## config.mk

```make
export PLATFORM = sky130hd
export DESIGN_NAME = ttl_cen_sequencer_flat
export DESIGN_NICKNAME = d
export VERILOG_FILES = /design/src/rtl/ttl_cen_sequencer_if.sv /design/src/rtl/ttl_cen_sequencer.sv /design/src/flat_wrapper.sv
export SDC_FILE = /design/constraint.sdc
export NUM_CORES = 1
export LEC_CHECK = 0
export ABC_AREA = 1
export CORE_ASPECT_RATIO = 2
export CORE_MARGIN = 5
export CORE_UTILIZATION = 45
export DETAILED_ROUTE_END_ITERATION = 6
export PLACE_DENSITY = 0.72
export SETUP_SLACK_MARGIN = 0.15
export SLEW_MARGIN = 20
export SYNTH_ARGS = -nofsm -noshare
export SYNTH_HDL_FRONTEND = slang
export SYNTH_SLANG_ARGS = --single-unit
```

## constraint.sdc

```tcl
create_clock -name Clk -period 4.7 [get_ports Clk]
set_input_delay 0.705 -clock Clk [delete_from_list [all_inputs] [get_ports Clk]]
set_output_delay 0.705 -clock Clk [all_outputs]
set_load 0.02 [all_outputs]
```

## src/rtl/ttl_cen_sequencer_if.sv

```systemverilog
// ttl_cen_sequencer_if
//   Control/status bundle between a board model and the Cen sequencer.
//   master : board side, drives run enables, per-channel Div/Phase and the
//            pause/step requests; observes the generated enables.
//   slave  : sequencer side.
//   Signals:
//     Enable      [CHANNELS]        per-channel run enable
//     Div         [CHANNELS*DIV_W]  per-channel half-period minus 1
//     Phase       [CHANNELS*DIV_W]  per-channel counter preload
//     Pause_req                     level request to freeze at a safe point
//     Step_req                      one-cycle pulse, one channel-0 period
//     Cen         [CHANNELS]        generated clock enables
//     Fall_strobe [CHANNELS]        one-cycle pulse on the first low cycle
//     Pause_ack                     high while frozen
interface ttl_cen_sequencer_if #(
   parameter int unsigned CHANNELS = 4,
   parameter int unsigned DIV_W    = 8
);
   logic [CHANNELS-1:0]       Enable;
   logic [CHANNELS*DIV_W-1:0] Div;
   logic [CHANNELS*DIV_W-1:0] Phase;
   logic                      Pause_req;
   logic                      Step_req;
   logic [CHANNELS-1:0]       Cen;
   logic [CHANNELS-1:0]       Fall_strobe;
   logic                      Pause_ack;

   modport master (
      output Enable, Div, Phase, Pause_req, Step_req,
      input  Cen, Fall_strobe, Pause_ack
   );

   modport slave (
      input  Enable, Div, Phase, Pause_req, Step_req,
      output Cen, Fall_strobe, Pause_ack
   );
endinterface

```

## src/rtl/ttl_cen_sequencer.sv

```systemverilog
// ttl_cen_sequencer
//   Generates phased, programmable 50%-duty clock enables for synchronous
//   TTL models and provides a pause / drain / single-step handshake that
//   freezes every channel with Cen high.
//   Ports:
//     Clk      system clock, rising edge
//     Reset_n  synchronous active-low reset
//     seq      ttl_cen_sequencer_if.slave (Enable, Div, Phase, Pause_req,
//              Step_req in; Cen, Fall_strobe, Pause_ack out, all registered)
module ttl_cen_sequencer #(
   parameter int unsigned CHANNELS = 4,
   parameter int unsigned DIV_W    = 8
) (
   input logic                   Clk,
   input logic                   Reset_n,
   ttl_cen_sequencer_if.slave    seq
);

   typedef enum logic [1:0] {RUN, DRAIN, PAUSED, STEP} state_t;

   state_t              state_q, state_nxt;
   logic [CHANNELS-1:0] cen_q, cen_nxt;
   logic [CHANNELS-1:0] fall_q, fall_nxt;
   logic [CHANNELS-1:0] run_mask;
   logic                ack_q, ack_nxt;
   logic                step_fell_q, step_fell_nxt;

   // ---------------- state register ----------------
   always_ff @(posedge Clk) begin
      if (!Reset_n) begin
         state_q     <= RUN;
         cen_q       <= '1;
         fall_q      <= '0;
         ack_q       <= 1'b0;
         step_fell_q <= 1'b0;
      end else begin
         state_q     <= state_nxt;
         cen_q       <= cen_nxt;
         fall_q      <= fall_nxt;
         ack_q       <= ack_nxt;
         step_fell_q <= step_fell_nxt;
      end
   end

   // ---------------- next-state logic ----------------
   always_comb begin
      state_nxt = state_q;
      case (state_q)
         RUN:    if (seq.Pause_req) state_nxt = DRAIN;
         DRAIN:  if (!seq.Pause_req) state_nxt = RUN;
                 else if (&cen_q)    state_nxt = PAUSED;
         // Resume has priority over a simultaneous step request.
         PAUSED: if (!seq.Pause_req)    state_nxt = RUN;
                 else if (seq.Step_req) state_nxt = STEP;
         // Step ends once channel 0 has fallen and is high again; a
         // disabled channel 0 can never complete a period.
         STEP:   if (!seq.Enable[0] || (step_fell_q && cen_q[0]))
                    state_nxt = DRAIN;
         default: state_nxt = RUN;
      endcase
   end

   // ---------------- output / control logic ----------------
   always_comb begin
      run_mask = '0;
      case (state_q)
         RUN, STEP: run_mask = '1;
         DRAIN:     run_mask = ~cen_q;   // only low channels finish their half-period
         default:   run_mask = '0;
      endcase
      fall_nxt      = cen_q & ~cen_nxt;
      ack_nxt       = (state_nxt == PAUSED);
      step_fell_nxt = (state_nxt == STEP) &&
                      (step_fell_q || (cen_q[0] && !cen_nxt[0]));
   end

   // ---------------- per-channel counters ----------------
   for (genvar g = 0; g < CHANNELS; g++) begin : g_ch
      logic [DIV_W-1:0] dv, ph, pre;
      logic [DIV_W-1:0] cnt_q, cnt_d;
      logic             cen_d;

      assign dv  = seq.Div[g*DIV_W +: DIV_W];
      assign ph  = seq.Phase[g*DIV_W +: DIV_W];
      assign pre = (ph < dv) ? ph : dv;

      always_comb begin
         cnt_d = cnt_q;
         cen_d = cen_q[g];
         if (!seq.Enable[g]) begin
            cnt_d = pre;
            cen_d = 1'b1;
         end else if (run_mask[g]) begin
            // >= lets a shrunken Div wrap on the very next cycle.
            if (cnt_q >= dv) begin
               cnt_d = '0;
               cen_d = ~cen_q[g];
            end else begin
               cnt_d = cnt_q + DIV_W'(1);
            end
         end
      end

      always_ff @(posedge Clk) begin
         if (!Reset_n) cnt_q <= pre;
         else          cnt_q <= cnt_d;
      end

      assign cen_nxt[g] = cen_d;
   end

   assign seq.Cen         = cen_q;
   assign seq.Fall_strobe = fall_q;
   assign seq.Pause_ack   = ack_q;

endmodule

```

## src/flat_wrapper.sv

```systemverilog
// flat-port wrapper written by rule: the top's interface ports become plain ports
module ttl_cen_sequencer_flat 
#(
   parameter int unsigned CHANNELS = 4,
   parameter int unsigned DIV_W    = 8
)
  (Clk, Reset_n, seq_Enable, seq_Div, seq_Phase, seq_Pause_req, seq_Step_req, seq_Cen, seq_Fall_strobe, seq_Pause_ack);
  ttl_cen_sequencer_if #(.CHANNELS(CHANNELS), .DIV_W(DIV_W)) seq_i ();
  input logic Clk;
  input logic Reset_n;
  input wire logic [$bits(seq_i.Enable)-1:0] seq_Enable;
  input wire logic [$bits(seq_i.Div)-1:0] seq_Div;
  input wire logic [$bits(seq_i.Phase)-1:0] seq_Phase;
  input wire logic [$bits(seq_i.Pause_req)-1:0] seq_Pause_req;
  input wire logic [$bits(seq_i.Step_req)-1:0] seq_Step_req;
  output wire logic [$bits(seq_i.Cen)-1:0] seq_Cen;
  output wire logic [$bits(seq_i.Fall_strobe)-1:0] seq_Fall_strobe;
  output wire logic [$bits(seq_i.Pause_ack)-1:0] seq_Pause_ack;
  assign seq_i.Enable = seq_Enable;
  assign seq_i.Div = seq_Div;
  assign seq_i.Phase = seq_Phase;
  assign seq_i.Pause_req = seq_Pause_req;
  assign seq_i.Step_req = seq_Step_req;
  assign seq_Cen = seq_i.Cen;
  assign seq_Fall_strobe = seq_i.Fall_strobe;
  assign seq_Pause_ack = seq_i.Pause_ack;
  ttl_cen_sequencer #(.CHANNELS(CHANNELS), .DIV_W(DIV_W)) u_core (.Clk(Clk), .Reset_n(Reset_n), .seq(seq_i));
endmodule
```

# Word-level counts from Yosys, hierarchy flattened
# Index checks and enable logic that the tools add are counted.
[word_totals]
regBits = 44
in_bits = 72
out_inout_bits = 9
elab_cells = 87
[op_classes]
addsub = 4
magnitude_cmp = 8
n_eq_ne = 9
muxes = 40
n_bitwise = 7
reduce_logical = 10
[op_table]
columns = ["operator", "count"]
rows = [
  ["2-to-1 mux 8 bit", 20],
  ["adder 8 x 1 -> 8 bit, second input constant", 4],
  [">= comparator 8 bit", 4],
  ["less-than comparator 8 bit", 4],
  ["2-to-1 mux 1 bit", 12],
  ["2-to-1 mux 2 bit", 6],
  ["!= test 3 x 2 -> 1 bit, second input constant", 4],
  ["equality test 2 bit, second input constant", 4],
  ["NOT 4 bit", 2],
  ["case mux 2 bit (4 select lines)", 1],
  ["case mux 4 bit (2 select lines)", 1],
  ["AND 4 bit", 1],
  ["NOT 1 bit", 4],
  ["AND reduction 4 bit", 1],
  ["logical AND 1 bit", 3],
  ["equality test 2 x 1 -> 1 bit, second input constant", 1],
  ["zero test 1 bit", 2],
  ["zero test 2 bit", 1],
  ["logical OR 1 bit", 2],
  ["OR reduction 2 bit", 1],
]

# Logic depth before layout (Yosys ltp)
# Gate-level depths: netlist (run 1).
[logic_depth]
depth_word = 9
mapped_depth = 13
mapped_depth_nobuf = 13

# Least setup slack after synthesis (run 1)
# No wires, ideal clock.
[synth_timing]
path_kind = "in2reg"
start = "in seq_Div[5]"
end = "reg u_core.g_ch[0].cnt_q[7] (data pin)"
arrival_ps = 1715
required_time_ps = 4445
slack_ps = 2731
stages = 9
path_cell_list = "inv_1 > ha_1 > a21oi_1 > o21a_1 > buf_4 > nand2_4 > nand2_1 > nand3_1 > and2_1"
[synth_between]
elab_chain_len = 5
[synth_rtl]
columns = ["item", "line", "rtl"]
rows = [
  ["start, declared", "flat_wrapper.sv:12", "input wire logic [$bits(seq_i.Div)-1:0] seq_Div;"],
  [">= comparator 8 bit", "ttl_cen_sequencer.sv:95", "if (cnt_q >= dv) begin"],
  ["2-to-1 mux 8 bit", "ttl_cen_sequencer.sv:95", ""],
  ["2-to-1 mux 8 bit", "ttl_cen_sequencer.sv:93", "end else if (run_mask[g]) begin"],
  ["2-to-1 mux 8 bit", "ttl_cen_sequencer.sv:90", "if (!seq.Enable[g]) begin"],
  ["2-to-1 mux 8 bit *", "ttl_cen_sequencer.sv:105", "if (!Reset_n) cnt_q <= pre;"],
  ["end signal, assigned", "ttl_cen_sequencer.sv:105", ""],
  ["end signal, assigned", "ttl_cen_sequencer.sv:106", "else cnt_q <= cnt_d;"],
  ["end, declared", "ttl_cen_sequencer.sv:80", "logic [DIV_W-1:0] cnt_q, cnt_d;"],
]
# Mark *: on every way between the ends. The rest lies on a longest branch, timed or not. The select of a mux whose other input is x is not followed.
# A chain may end at the register's enable or synchronous reset.

# Worst setup path after layout (run 1)
[layout_timing]
start = "in seq_Div[7]"
end = "reg u_core.g_ch[0].cnt_q[7] (data pin)"
# The elaborated chain is that of the path after synthesis.

==> flow_metrics.py, run 1 <==
metrics = {
    "status": {
        "status": "finished clean",
    },
    "global_routing": {
        "grt_first_pass_wirelength_microns": 18800,
        "largest_net_degree_at_the_start_of_global_routing": 14,
        "grt_overflow_total": 0,
        "antenna_found_initial": 0,
        "first_global_vias": 4465,
        "gr-usage-all-layers_pct": 18.8,
    },
    "setup_path": {
        "setup.worst_path.end_class": "flip-flop",
        "cp_data_arrival_time_ns": 2.47,
        "timing.critical_path.slowest_stage_cell": "sky130_fd_sc_hd__clkdlybuf4s50_1",
        "startpoint_type_of_the_worst_setup_path": "primary input",
        "cp_data_required_time_ns": 4.75,
        "criticalPathCategory": "primary input to flip-flop",
        "worst-path-max-fanout": 9,
        "slowest_delay_ns": 0.48,
        "series_of_cell_instances_along_the_critical_path": "clkdlybuf4s50_1, inv_1, ha_1, a21oi_1, o21a_1, nand2_4, nand2_1, nand3_1, and2_1",
    },
    "clocking": {
        "cts.repair_timing.setup_buffer_count": 0,
        "worstSkewPairLatency_ns": 0.29,
        "clock_tree.buffer_depth": 2,
        "root_buffer_selected_by_cts": "sky130_fd_sc_hd__clkbuf_16",
        "cts_inserted_buffers": 5,
        "worst_path_clk_slew_ns": 0.06,
        "htree_levels": 2,
        "cts_tree": "done",
        "cts_repair_resize_count": 0,
        "cts.sinks": 44,
        "cts.hold.buffers_added": 0,
    },
    "placed_design": {
        "port-buffer-count": 80,
        "post-place-ws_ns": 1.99,
        "dpl.hpwl_microns": 9360,
        "gp_congestion": 0.893,
    },
    "logic_synthesis": {
        "post-synth-top-count-cell": "sky130_fd_sc_hd__nand2_1",
        "synth.cell_area_sq_um": 4550,
        "ffs_latches_synth": 44,
        "netlist-cell-type-count": 35,
        "post_synth.cell_area_avg_sq_um": 7.05,
        "async_flop_share_pct": 0,
        "syn_inst": 645,
        "yosys.area.top_type_share_pct": 21.1,
        "ys_seq_area_share_pct": 26.4,
        "syn_nets": 785,
        "synth_commonest_cells": "sky130_fd_sc_hd__nand2_1 (174), sky130_fd_sc_hd__inv_1 (106), sky130_fd_sc_hd__ha_1 (68)",
        "ys.flop_type": "sky130_fd_sc_hd__edfxtp_1",
        "synth-edff-count": 32,
        "synth_area_leader_cell": "sky130_fd_sc_hd__edfxtp_1",
        "ys.warnings.count": 0,
        "synth.top_cells.by_area": "sky130_fd_sc_hd__edfxtp_1 (21%), sky130_fd_sc_hd__ha_1 (19%), sky130_fd_sc_hd__nand2_1 (14%), sky130_fd_sc_hd__inv_1 (8.8%), sky130_fd_sc_hd__nand3_1 (6.1%)",
    },
    "floorplan": {
        "boundaryPins": 81,
        "die_area_sq_um": 12300,
        "floorplan.die.height_microns": 152,
        "die-width_microns": 81.1,
        "start_util_pct": 45.4,
        "floorplan.core_area_sq_um": 10000,
        "floorplan.rows": 52,
    },
    "sta": {
        "finClkSkew_ns": 0.00683,
        "setup_tns_ns": 0,
        "slew_headroom_pct": 67.1,
        "period_minus_slack_ns": 2.43,
        "timing.final.setup_violations": 0,
        "unrepaired_setup_endpoints_after_global_routing": "false",
        "timing.final.ws_setup_ns": 2.27,
        "tightest_slew_ns": 0.492,
        "timing.final.hold_violations": 0,
        "fin_crit_sh_pct": 51.7,
        "fmaxAchievable_mhz": 412,
        "final_max_slew_viol_count": 0,
    },
    "route": {
        "dr_total_vias": 4410,
        "firstDrtPassIters": 5,
        "drc": 0,
        "detail_route.iter0.violations": 191,
        "final_antenna_net_count": 0,
        "ratio_of_routed_vias_to_standard_cells": 5.12,
        "drt-wirelength-per-cell_microns": 13.1,
        "postRouteWirelength_microns": 11300,
    },
    "pwr": {
        "irDropWorstVdd_uv": 161,
        "p_leak_nw": 2.88,
        "cellPowerDensity_nw_per_um2": 280,
    },
    "final_layout": {
        "fin_util_pct": 56.5,
        "layout_cell_share_with_drive_strength_beyond_1_pct": 4.96,
        "antenna-diode-count": 0,
        "areaGrowthSynthToFinish_pct": 24.5,
        "layout.nets": 865,
    },
    "run": {
        "cap_viol_max_count": 0,
    },
    "min_path": {
        "hold_class": "flip-flop to flip-flop",
    },
}
state kept, by name (all words and copies together) (netlist names):
signal and cells:
u_core.seq.Pause_ack 1, u_core.seq.Cen 4, u_core.seq.Fall_strobe 4, u_core.state_q 2, u_core.step_fell_q 1, u_core.g_ch.cnt_q 32
routing by layer:
layer | vias up | part of all wire, % | global-route usage, % | wire, microns
li1 | 2264 | - | - | -
met1 | 2031 | 37 | 18.3 | 4180
met2 | 92 | 57 | 37.0 | 6430
met3 | 23 | 3.5 | 2.72 | 391
met4 | 0 | 2.4 | 7.74 | 266
met5 | - | 0 | 0 | 0
worst paths after layout:
path                           startpoint                 endpoint  slack (ns)  cells past startpoint
setup / recovery               seq_Div[7]  u_core.g_ch[0].cnt_q[7]        2.27                      9
hold / removal         u_core.step_fell_q       u_core.step_fell_q        0.47                      2
setup reg to reg  u_core.g_ch[2].cnt_q[0]  u_core.g_ch[2].cnt_q[2]        2.88                     11
hold reg to reg        u_core.step_fell_q       u_core.step_fell_q        0.47                      2
cell families after synthesis:
kind of cell               Yosys count  synth area share (%)
buffers and inverters              114                  9.69
DFF                                 44                  26.4
AOI/OAI and AO/OA                   76                  9.63
and+or+nand+nor                    331                  33.2
adders and majority gates           68                  18.7
xor gates and xnor gates            12                  2.31
through the flow:
stage                     power [mW]  instances  hold slack (ns)  instance area (sq um)
final                           1.58        861            0.465                   5660
after global routing            1.70        861            0.488                   5660
after CTS                       1.59        861            0.468                   5660
after detailed placement        1.16        853            0.458                   5480
after global placement          1.14        853            0.450                   5480
after floorplan                0.966        645            0.437                   4550
layout make-up:
class | count | area, sq um
sequential | 44 | 1200
inverter | 107 | 402
clock buffer | 7 | 153
clock inverter | 1 | 30.0
fill | 1001 | 4360
timing repair buffer | 80 | 801
multi-input combinational | 487 | 2900
tap | 135 | 169
placed cells by master (no fill, tap or decap):
master                            synthesis  routed
sky130_fd_sc_hd__a21oi_1                 29      29
sky130_fd_sc_hd__a21oi_2                  2       2
sky130_fd_sc_hd__a21oi_4                  1       1
sky130_fd_sc_hd__a31o_2                   2       2
sky130_fd_sc_hd__and2_1                   2       2
sky130_fd_sc_hd__bufinv_16                0       1
sky130_fd_sc_hd__clkbuf_16                0       5
sky130_fd_sc_hd__clkbuf_8                 0       2
sky130_fd_sc_hd__clkdlybuf4s50_1          0      80
sky130_fd_sc_hd__dfxtp_1                 12      12
sky130_fd_sc_hd__edfxtp_1                32      32
sky130_fd_sc_hd__ha_1                    68      68
sky130_fd_sc_hd__inv_1                  106     106
sky130_fd_sc_hd__inv_2                    1       1
sky130_fd_sc_hd__nand2_1                174     174
sky130_fd_sc_hd__nand2_2                  2       2
sky130_fd_sc_hd__nand2_4                  7       7
sky130_fd_sc_hd__nand3_1                 55      55
sky130_fd_sc_hd__nand3_2                  1       1
sky130_fd_sc_hd__nand3b_1                15      15
sky130_fd_sc_hd__nand4_1                 10      10
sky130_fd_sc_hd__nor2_1                  51      51
sky130_fd_sc_hd__nor2_2                   3       3
sky130_fd_sc_hd__nor2_4                   1       1
sky130_fd_sc_hd__nor3_1                   2       2
sky130_fd_sc_hd__nor3_2                   3       3
sky130_fd_sc_hd__o21a_1                   7       7
sky130_fd_sc_hd__o21a_2                   1       1
sky130_fd_sc_hd__o21ai_0                 15      15
sky130_fd_sc_hd__o21ai_1                 15      15
sky130_fd_sc_hd__o21bai_1                 2       2
sky130_fd_sc_hd__o31ai_1                  2       2
sky130_fd_sc_hd__or2_0                    1       1
sky130_fd_sc_hd__or2_2                    4       4
sky130_fd_sc_hd__xnor2_1                  4       4
sky130_fd_sc_hd__xor2_1                   8       8
critical path, delay by kind of cell:
kind | cells | cell delay [ns]
adder cells (fa/ha/maj) | 1 | 0.29
AND/OR/NAND/NOR | 4 | 0.41
AO/OA/AOI/OAI | 2 | 0.52
buffers and inverters | 2 | 0.54
report_power, final:
| part | total (mW) | internal [mW] | switching [mW] |
|---|---|---|---|
| Clock | 0.429 | 0.280 | 0.149 |
| Sequential | 0.570 | 0.497 | 0.0727 |
| Combinational | 0.586 | 0.257 | 0.329 |
| Total | 1.58 | 1.03 | 0.551 |
(Power assumes the default switching activity.)
==> run 2, diff against run 1 <==
- clock period: 4.7 -> 2.5 ns (I/O delays scaled with it)
==> flow_metrics.py, run 2 (synthesized netlist as in run 1, its figures left out) <==
metrics = {
    "sta": {
        "tightest_slew_ns": 0.371,
        "timing.final.hold_violations": 0,
        "fmaxAchievable_mhz": 481,
        "finClkSkew_ns": 0.00408,
        "setup_tns_ns": 0,
        "period_minus_slack_ns": 2.08,
        "final_max_slew_viol_count": 0,
        "unrepaired_setup_endpoints_after_global_routing": "false",
        "slew_headroom_pct": 75.2,
        "timing.final.setup_violations": 0,
        "fin_crit_sh_pct": 83.2,
    },
    "floorplan": {
        "boundaryPins": 81,
        "floorplan.core_area_sq_um": 10000,
        "die-width_microns": 81.1,
        "start_util_pct": 45.4,
        "floorplan.rows": 52,
        "floorplan.die.height_microns": 152,
        "die_area_sq_um": 12300,
    },
    "placed_design": {
        "port-buffer-count": 80,
        "placedInstanceArea_sq_um": 5510,
        "gp_congestion": 0.891,
        "dpl.hpwl_microns": 9470,
    },
    "clocking": {
        "root_buffer_selected_by_cts": "sky130_fd_sc_hd__clkbuf_16",
        "cts.sinks": 44,
        "cts_repair_resize_count": 0,
        "cts_tree": "done",
        "worst_path_clk_slew_ns": 0.06,
        "cts.repair_timing.setup_buffer_count": 0,
        "htree_levels": 2,
        "cts.hold.buffers_added": 0,
        "worstSkewPairLatency_ns": 0.29,
        "clock_tree.buffer_depth": 2,
        "cts_inserted_buffers": 5,
    },
    "status": {
        "status": "finished clean",
    },
    "route": {
        "final_antenna_net_count": 0,
        "postRouteWirelength_microns": 11400,
        "dr_total_vias": 4393,
        "firstDrtPassIters": 4,
        "ratio_of_routed_vias_to_standard_cells": 5.08,
        "drc": 0,
        "detail_route.iter0.violations": 179,
        "drt-wirelength-per-cell_microns": 13.1,
    },
    "final_layout": {
        "top_register": "u_core.g_ch.cnt_q",
        "antenna-diode-count": 0,
        "layout.nets": 869,
        "layout_cell_share_with_drive_strength_beyond_1_pct": 5.07,
        "layout_common_cells": "sky130_fd_sc_hd__nand2_1 (174), sky130_fd_sc_hd__inv_1 (106), sky130_fd_sc_hd__clkdlybuf4s50_1 (80)",
        "areaGrowthSynthToFinish_pct": 24.1,
        "number_of_flip_flops_under_the_largest_register_name": 32,
        "fin_util_pct": 56.3,
        "final_common_cell": "sky130_fd_sc_hd__nand2_1",
        "final_cell_area_sq_um": 5640,
    },
    "setup_path": {
        "ff2ff_path_depth": 11,
        "worst-path-max-fanout": 9,
        "slowest_delay_ns": 0.49,
        "startpoint_type_of_the_worst_setup_path": "primary input",
        "cp_data_required_time_ns": 2.54,
        "timing.critical_path.slowest_stage_cell": "sky130_fd_sc_hd__clkdlybuf4s50_1",
        "cp_data_arrival_time_ns": 2.13,
        "criticalPathCategory": "primary input to flip-flop",
        "series_of_cell_instances_along_the_critical_path": "clkdlybuf4s50_1, inv_1, ha_1, a21oi_1, o21a_1, nand2_4, nand2_1, nand3_1, and2_1",
        "setup.worst_path.end_class": "flip-flop",
    },
    "global_routing": {
        "first_global_vias": 4396,
        "grt_overflow_total": 0,
        "grt_first_pass_wirelength_microns": 18800,
        "antenna_found_initial": 0,
        "largest_net_degree_at_the_start_of_global_routing": 13,
        "gr-usage-all-layers_pct": 18.8,
    },
    "min_path": {
        "timing.hold.worst_path_depth": 2,
        "hold_class": "flip-flop to flip-flop",
    },
    "pwr": {
        "cellPowerDensity_nw_per_um2": 500,
        "irDropWorstVdd_uv": 302,
        "p_leak_nw": 2.88,
    },
    "run": {
        "cap_viol_max_count": 0,
    },
}
-- run 2: changes by cell type in the layout (fill, tap and decap cells not counted) --
cell / before / now
sky130_fd_sc_hd__buf_4: 0 / 4
sky130_fd_sc_hd__clkbuf_1: 0 / 2
sky130_fd_sc_hd__clkbuf_8: 2 / 0
sky130_fd_sc_hd__clkinv_1: 0 / 1
sky130_fd_sc_hd__bufinv_16: 1 / 0
-- run 2: through the flow --
| stage | power, mW | setup slack [ns] | hold slack, ns | std cells |
|---|---|---|---|---|
| 6_report | 2.82 | 0.419 | 0.466 | 865 |
| 5_1_grt | 3.05 | 0.320 | 0.495 | 865 |
| 4_1_cts | 2.84 | 0.437 | 0.465 | 865 |
| 3_5_place_dp | 2.19 | 0.134 | 0.456 | 857 |
| 3_3_place_gp | 2.14 | 0.197 | 0.451 | 857 |
| 2_1_floorplan | 1.82 | 0.861 | 0.437 | 645 |
-- run 2: final timing paths --
| path | endpoint | startpoint | slack (ns) |
|---|---|---|---|
| max reg2reg | u_core.g_ch[1].cnt_q[1] | u_core.g_ch[1].cnt_q[0] | 0.65 |
| min reg2reg | u_core.step_fell_q | u_core.step_fell_q | 0.47 |
| max | u_core.g_ch[0].cnt_q[7] | seq_Div[7] | 0.42 |
| min | u_core.step_fell_q | u_core.step_fell_q | 0.47 |
-- run 2: worst max-delay path: cells and delay by family --
family	cells	cell delay (ns)
AOI/OAI and AO/OA	2	0.52
adders and majority gates	1	0.29
buffers and inverters	2	0.56
and+or+nand+nor	4	0.37
-- run 2: report_power, final --
part | internal (mW) | switching (mW) | leakage (nW)
combinational | 0.489 | 0.621 | 2.37
sequential | 0.934 | 0.136 | 0.438
clock | 0.368 | 0.272 | 0.0655
-- run 2: area by class of cell --
cell class                 instances  area [sq um]
tap                              135           169
inverter                         107           402
clock buffer                       7           133
fill                             994          4380
multi-input combinational        487          2900
timing repair buffer              84           831
clock inverter                     1          3.75
sequential                        44          1200
-- run 2: routing by layer --
layer  wire [microns]  GRT usage [%]  part of all wire, %
met5                0              0                    0
met4              282           6.29                  2.5
met3              351           2.96                  3.1
met2             6490           37.2                   57
met1             4240           18.8                   37
